--- src/rtl/cpu_pkg.sv ---
// cpu_pkg: shared opcodes, sequencer state type and default field widths
package cpu_pkg;
    localparam int DEF_CMD_W  = 4;
    localparam int DEF_DATA_W = 8;
    localparam logic [DEF_CMD_W-1:0] OP_JMP  = 4'd12;
    localparam logic [DEF_CMD_W-1:0] OP_JZ   = 4'd13;
    localparam logic [DEF_CMD_W-1:0] OP_WAIT = 4'd14;
    localparam logic [DEF_CMD_W-1:0] OP_HALT = 4'd15;
    typedef enum logic [1:0] {IDLE, FETCH, EXEC, WAIT} state_t;
endpackage

--- src/rtl/prog_ram.sv ---
// prog_ram: single write port, registered read port program memory
// ports: clock; we/waddr/wdata write side; raddr in, rdata out one cycle later
module prog_ram #(
    parameter int ADDR_W = 4,
    parameter int WORD_W = 12
) (
    input  logic              clock,
    input  logic              we,
    input  logic [ADDR_W-1:0] waddr,
    input  logic [WORD_W-1:0] wdata,
    input  logic [ADDR_W-1:0] raddr,
    output logic [WORD_W-1:0] rdata
);
    logic [WORD_W-1:0] mem [2**ADDR_W];
    always_ff @(posedge clock) begin
        if (we) mem[waddr] <= wdata;
        rdata <= mem[raddr];
    end
endmodule

--- src/rtl/cmd_sequencer.sv ---
// cmd_sequencer: runs a loadable program, issuing {command, operand} pairs to the register stage
// ports: clock, reset (sync, active-high); prog_we/prog_addr/prog_data load the program in IDLE;
//        start launches at address 0; r1_in feeds JZ; cmd_out/operand_out drive the register stage;
//        busy, done (HALT pulse) and pc_out report progress
module cmd_sequencer
    import cpu_pkg::*;
#(
    parameter int ADDR_W = 4,
    parameter int CMD_W  = DEF_CMD_W,
    parameter int DATA_W = DEF_DATA_W
) (
    input  logic                    clock,
    input  logic                    reset,
    input  logic                    prog_we,
    input  logic [ADDR_W-1:0]       prog_addr,
    input  logic [CMD_W+DATA_W-1:0] prog_data,
    input  logic                    start,
    input  logic [DATA_W-1:0]       r1_in,
    output logic [CMD_W-1:0]        cmd_out,
    output logic [DATA_W-1:0]       operand_out,
    output logic                    busy,
    output logic                    done,
    output logic [ADDR_W-1:0]       pc_out
);
    state_t state, state_n;
    logic [ADDR_W-1:0] pc, pc_n;
    logic [DATA_W-1:0] cnt, cnt_n;
    logic [CMD_W+DATA_W-1:0] word;
    logic [CMD_W-1:0] op;
    logic [DATA_W-1:0] arg;
    logic [ADDR_W-1:0] pc_inc;
    prog_ram #(.ADDR_W(ADDR_W), .WORD_W(CMD_W+DATA_W)) u_ram (
        .clock(clock),
        .we(prog_we && state == IDLE),
        .waddr(prog_addr),
        .wdata(prog_data),
        .raddr(pc),
        .rdata(word)
    );
    assign op     = word[CMD_W+DATA_W-1 -: CMD_W];
    assign arg    = word[DATA_W-1:0];
    assign pc_inc = pc + ADDR_W'(1);
    assign busy   = state != IDLE;
    assign pc_out = pc;
    always_ff @(posedge clock) begin
        if (reset) begin
            state <= IDLE;
            pc    <= '0;
            cnt   <= '0;
        end else begin
            state <= state_n;
            pc    <= pc_n;
            cnt   <= cnt_n;
        end
    end
    // outputs come straight from the state and RAM read registers, so they are
    // only non-zero for the single EXEC cycle of a pass-through word
    always_comb begin
        state_n     = state;
        pc_n        = pc;
        cnt_n       = cnt;
        cmd_out     = '0;
        operand_out = '0;
        done        = 1'b0;
        if (state == IDLE) begin
            state_n = start ? FETCH : IDLE;
            pc_n    = start ? '0 : pc;
        end else if (state == FETCH) begin
            state_n = EXEC;
        end else if (state == EXEC) begin
            state_n = FETCH;
            pc_n    = pc_inc;
            if (op < OP_JMP) begin
                cmd_out     = op;
                operand_out = arg;
            end else if (op == OP_JMP) begin
                pc_n = arg[ADDR_W-1:0];
            end else if (op == OP_JZ) begin
                pc_n = (r1_in == '0) ? arg[ADDR_W-1:0] : pc_inc;
            end else if (op == OP_WAIT) begin
                state_n = (arg == '0) ? FETCH : WAIT;
                cnt_n   = arg;
            end else if (op == OP_HALT) begin
                state_n = IDLE;
                pc_n    = pc;
                done    = 1'b1;
            end
        end else begin
            // one WAIT cycle per count; leave after the cycle that sees 1
            cnt_n   = cnt - DATA_W'(1);
            state_n = (cnt == DATA_W'(1)) ? FETCH : WAIT;
        end
    end
endmodule
--- config.mk ---
export PLATFORM = sky130hd
export DESIGN_NAME = cmd_sequencer
export DESIGN_NICKNAME = d
export VERILOG_FILES = /design/src/rtl/cpu_pkg.sv /design/src/rtl/prog_ram.sv /design/src/rtl/cmd_sequencer.sv
export SDC_FILE = /design/constraint.sdc
export NUM_CORES = 1
export LEC_CHECK = 0
export BUFFER_PORTS_ARGS = -buffer_cell sky130_fd_sc_hd__buf_4
export CAP_MARGIN = 20
export CORE_AREA = 2 2 129 131
export DETAILED_ROUTE_END_ITERATION = 10
export DIE_AREA = 0 0 131 133
export GPL_TIMING_DRIVEN = 0
export PLACE_DENSITY = 0.76
export SKIP_LAST_GASP = 1
export SLEW_MARGIN = 20
export SYNTH_ARGS = -nofsm -noshare
export SYNTH_HDL_FRONTEND = slang
export SYNTH_HIERARCHICAL = 1
export SYNTH_SLANG_ARGS = --single-unit
--- constraint.sdc ---
create_clock -name clock -period 6.2 [get_ports clock]
set_clock_uncertainty 0.05 [all_clocks]
set_input_delay 0.62 -clock clock [delete_from_list [all_inputs] [get_ports clock]]
set_output_delay 0.62 -clock clock [all_outputs]
set_load 0.02 [all_outputs]
; ---- Yosys cells after proc, flatten, opt, wreduce, memory -nomap -nowiden
; Memory sizes are Yosys's and may differ from the RTL's. A register that Yosys moved wholly into a read port is not among the register bits.
; Index checks and enable logic that the tools add are counted.
[classes]
n_addsub = 2
order_cmp = 1
n_eq_ne = 14
n_mux = 44
bitwise = 2
reduce_logical = 8
[ops]
columns = cell, n
row1 = $mux W8, 9
row2 = $mux W4, 14
row3 = $mux W2, 9
row4 = $eq A4 B4 Y1 const B, 4
row5 = $logic_not A8 Y1, 2
row6 = $mux W1, 12
row7 = $ne A2 B2 Y1 const B, 5
row8 = $eq A8 B1 Y1 const B, 1
row9 = $sub A8 B1 Y8 const B, 1
row10 = $ne A6 B6 Y1 const B, 1
row11 = $reduce_and A6 Y1, 1
row12 = $add A4 B1 Y4 const B, 1
row13 = $lt A4 B4 Y1 const B, 1
row14 = $reduce_and A4 Y1, 1
row15 = $reduce_bool A2 Y1, 2
row16 = $eq A2 B1 Y1 const B, 1
row17 = $eq A2 B2 Y1 const B, 1
row18 = $logic_not A2 Y1, 1
row19 = $ne A2 B1 Y1 const B, 1
row20 = $not A1 Y1, 2
row21 = $logic_and A1 B1 Y1, 1
[word_totals]
ff_bits = 14
ram_bits = 192
in_bits = 28
elab_cells = 75
mem_count = 1
[memory_table]
columns = name, depth, width, rd, rd_clocked_by_memory_dff, write_ports, line_no
row1 = u_ram.mem, 16, 12, 1, 1, 1, prog_ram.sv:14  ; logic [WORD_W-1:0] mem [2**ADDR_W];

; ---- Longest topological paths before layout
[logic_depth]
word_depth = 9
mapped_depth = 6
ltp_nobuf = 6

; ---- Hierarchy
; Netlist, hierarchy kept.
[by_module_without_submodules]
columns = mod, n_inst, cells_per_inst, area_per_inst_um2, seq_area_each_um2
row1 = prog_ram, 1, 329, 7599.8, 6005.8
row2 = cmd_sequencer, 1, 134, 1037.2, 280.3

; ---- Least setup slack after synthesis
; Ideal clock, no wire load.
[synth_timing]
kind = input -> register
startpoint = in prog_we
endpoint = mem u_ram.mem[0][0], enable pin
setup_time_ns = 0.396
arrival_ns = 2.051
slack_ns = 3.703
cell_stages = 3
path_cell_list = and2_1 or3b_1 nor3_1
[synth_via]
elab_chain_cells = 3
[synth_rtl]
columns = item, line_no
row1 = from (decl), cmd_sequencer.sv:14  ; input logic prog_we,
row2 = $logic_and A1 B1 Y1, cmd_sequencer.sv:34  ; .we(prog_we && state == IDLE),
row3 = $mux W1, prog_ram.sv:16  ; if (we) mem[waddr] <= wdata;
row4 = $mux W1 (not written as such), prog_ram.sv:16
row5 = to (decl), prog_ram.sv:14
; No other way between the ends.

; ---- Worst setup path in the final report
[layout_timing]
startpoint = reg state[1]
endpoint = out cmd_out[0]
[layout_via]
elab_chain_cells = 4
[layout_rtl]
columns = item, line_no
row1 = from (decl), cmd_sequencer.sv:25  ; state_t state, state_n;
row2 = from (signal assigned), cmd_sequencer.sv:51  ; state <= state_n;
row3 = $eq A2 B2 Y1, cmd_sequencer.sv:70  ; end else if (state == EXEC) begin
row4 = $mux W4, cmd_sequencer.sv:70
row5 = $mux W4, cmd_sequencer.sv:68  ; end else if (state == FETCH) begin
row6 = $mux W4 (*), cmd_sequencer.sv:65  ; if (state == IDLE) begin
row7 = to (decl), cmd_sequencer.sv:19  ; output logic [CMD_W-1:0] cmd_out,
; Every way passes the cells marked *; elsewhere a longest branch is shown, timed or not.

==> impl_metrics.json <==
{
  "yosysMostFrequentCell": "edfxtp_1",
  "synth_top_area_cell": "edfxtp_1",
  "ir_drop_mv": 0.2456,
  "p_leak_uw": 0.003294,
  "ios": 46,
  "die-area_sq_um": 17420,
  "status": "finished clean",
  "fin_util_pct": 62.04,
  "crit_path_end_kind": "output port",
  "io_buffer_count": 45,
  "fin_cells": 774,
  "fin_crit_sh_pct": 46.01,
  "cp.arrival_ps": 2180,
  "syn_area_per_cell_sq_um": 18.65,
  "placementRows": 47,
  "drive_above_1_share_pct": 26.35,
  "rsz0062_at_grt": "false",
  "yosysUniqueCellTypes": 52,
  "cts_tree": "done",
  "holdPathStages": 2,
  "grt_pass1_vias": 4723,
  "critPathLaunchType": "flop",
  "cts_buffers": 23,
  "crit_required_ps": 5530,
  "timing.fmax_mhz": 350.6,
  "final_hold_viol_count": 0,
  "drc": 0,
  "grt_first_pass_wirelength_microns": 27060,
  "dp_cells": 735,
  "setup_tns_ps": 0,
  "netlist_instances": 463,
  "crit_type": "flop to output port",
  "overflow": 0,
  "worst_slew_pin_slew_ps": 871.1,
  "drv_cap": 0,
  "startpoint": "state[1]",
  "path_max_fanout": 10,
  "synth_area_leaders": "edfxtp_1 (67%), mux4_2 (8.6%), dfxtp_1 (6.0%)",
  "first_iter_violations": 423,
  "post_cts_resized": 0,
  "hp-class": "primary input to flop",
  "diodes": 0,
  "fill_cells": 1138,
  "yosysSeqAreaShare_pct": 72.78,
  "cp-endpoint": "cmd_out[0]",
  "wl_per_cell_microns": 22.84,
  "timing.rr.end": "u_ram/mem[2][0]",
  "clk-insertion-delay-late_ps": 500,
  "slew_headroom_pct": 41.93,
  "dp_hpwl_microns": 11720,
  "netlist.area_leader.share_pct": 66.75,
  "grt_max_degree": 17,
  "core_area_sq_um": 16170,
  "ys_warn_count": 6,
  "area_delta_synth_final_pct": 16.17,
  "ys.flop_type": "edfxtp_1",
  "wl_microns": 17680,
  "yosys-top-cells-count": "edfxtp_1 (192), mux4_2 (33), nand2_1 (27), dfxtp_1 (26), a22oi_1 (25)",
  "cts-root-buf": "clkbuf_16",
  "drv_slew": 0,
  "async_flop_share_pct": 0,
  "min_period_ps": 2852,
  "vias": 4664,
  "fp.dieH_microns": 133,
  "regArea_sq_um": 6286,
  "postRouteAntennaNets": 0,
  "gp_congestion": 0.8605,
  "power.density_nw_per_um2": 301.4,
  "nNetsFinal": 571,
  "ff2ff_path_depth": 4,
  "cts.sink_count": 218,
  "drtPass1Iterations": 5,
  "post_cts_buffers": 0,
  "reg2reg_slack_ps": 3630,
  "grt_usage_pct": 21.11,
  "synth_seq_cells": 218,
  "antenna_found_initial": 0,
  "die_x_microns": 131,
  "synth_edf_count": 192,
  "multi_input_area_sq_um": 2257,
  "synth_area_sq_um": 8637,
  "via_per_inst": 6.026,
  "start_util_pct": 53.41,
  "setup_violations": 0,
  "clock_path_buffers": 3,
  "ctsHtreeMaxLevel": 1,
  "synthesis.nets": 494,
  "path_clk_slew_ps": 60,
  "holdBufCountCts": 0,
  "timing.rr.start": "state[0]"
}
[worst min-delay path by stage]
stage	startpoint	end	slack (ps)
after floorplan	cnt[7]	cnt[7]	400
after global placement	cnt[7]	cnt[7]	420
after detailed placement	cnt[7]	cnt[7]	450
after CTS	reset	cnt[4]	310
after global routing	reset	cnt[4]	340
final	reset	cnt[4]	330
[per-stage QoR]
stage | area [sq um] | hold WS, ps | worst slack, ps | total power [uW]
after CTS | 10030 | 314.6 | 3332 | 3050
after global placement | 9250 | 422.9 | 2900 | 1812
after floorplan | 8637 | 403.4 | 3703 | 1751
after detailed placement | 9355 | 445.4 | 3656 | 1822
final | 10030 | 328.4 | 3348 | 3024
after global routing | 10030 | 339.7 | 3198 | 3126
[cells by family (layout without fill, tap and decap cells)]
logic type / after synthesis / count (layout) / synth area share, %
flops: 218 / 218 / 72.78
simple gates: 108 / 108 / 6.794
compound gates: 61 / 61 / 5.012
mux: 49 / 49 / 13.30
buf+inv: 23 / 114 / 1.579
fa+ha+maj: 3 / 3 / 0.4346
xor+xnor: 1 / 1 / 0.1014
[critical path, cell delays in order, from the launching register on]
cell	delay, ps
dfxtp_1	440
nor2b_1	330
buf_2	290
clkbuf_1	270
and3_1	210
buf_4	140
[cells in the final DEF (no fill, tap or decap), types with 3 or more instances in the layout]
cell type,instances
edfxtp_1,192
buf_4,48
mux4_2,33
nand2_1,27
dfxtp_1,26
a22oi_1,25
clkbuf_16,23
clkbuf_1,16
mux4_1,15
a21oi_1,11
nor2_1,10
and3_1,10
nor2_2,9
buf_2,8
nand2b_1,6
o21ai_0,6
nor3_1,6
nand3_1,5
clkinv_1,5
buf_6,5
nand4_1,4
nor4_1,4
nor3_2,4
inv_1,3
nor2b_1,3
nand3b_1,3
ha_1,3
[report_power, final]
| part | internal (uW) | switching, uW | total, uW |
|---|---|---|---|
| clock network | 722 | 509 | 1230 |
| registers | 1620 | 14.3 | 1630 |
| logic | 68.3 | 91.8 | 160 |
[metal layers]
layer | track usage, % | up-vias | share of wire (%)
met3 | 3.316 | 28 | 7.9
li1 | - | 2073 | -
met4 | 6.147 | 0 | 2.2
met5 | 0 | - | 0
met1 | 28.07 | 2331 | 38
met2 | 36.21 | 232 | 52
[layout make-up]
cell class                      count  area share, %
Clock buffer                       30          5.998
Inverter                            3         0.1122
Clock inverter                      9         0.7108
Multi-Input combinational cell    222          22.50
Buffer                             20          1.247
Sequential cell                   218          62.65
Tap cell                          220          2.743
Timing Repair Buffer               52          4.040
[sequential cells by signal, indices dropped and copies added, names as in the netlist]
register,flops
state,2
cnt,8
u_ram/mem,192
u_ram/rdata,12
pc_out,4
No activity file was read; power rests on OpenSTA's default activity.
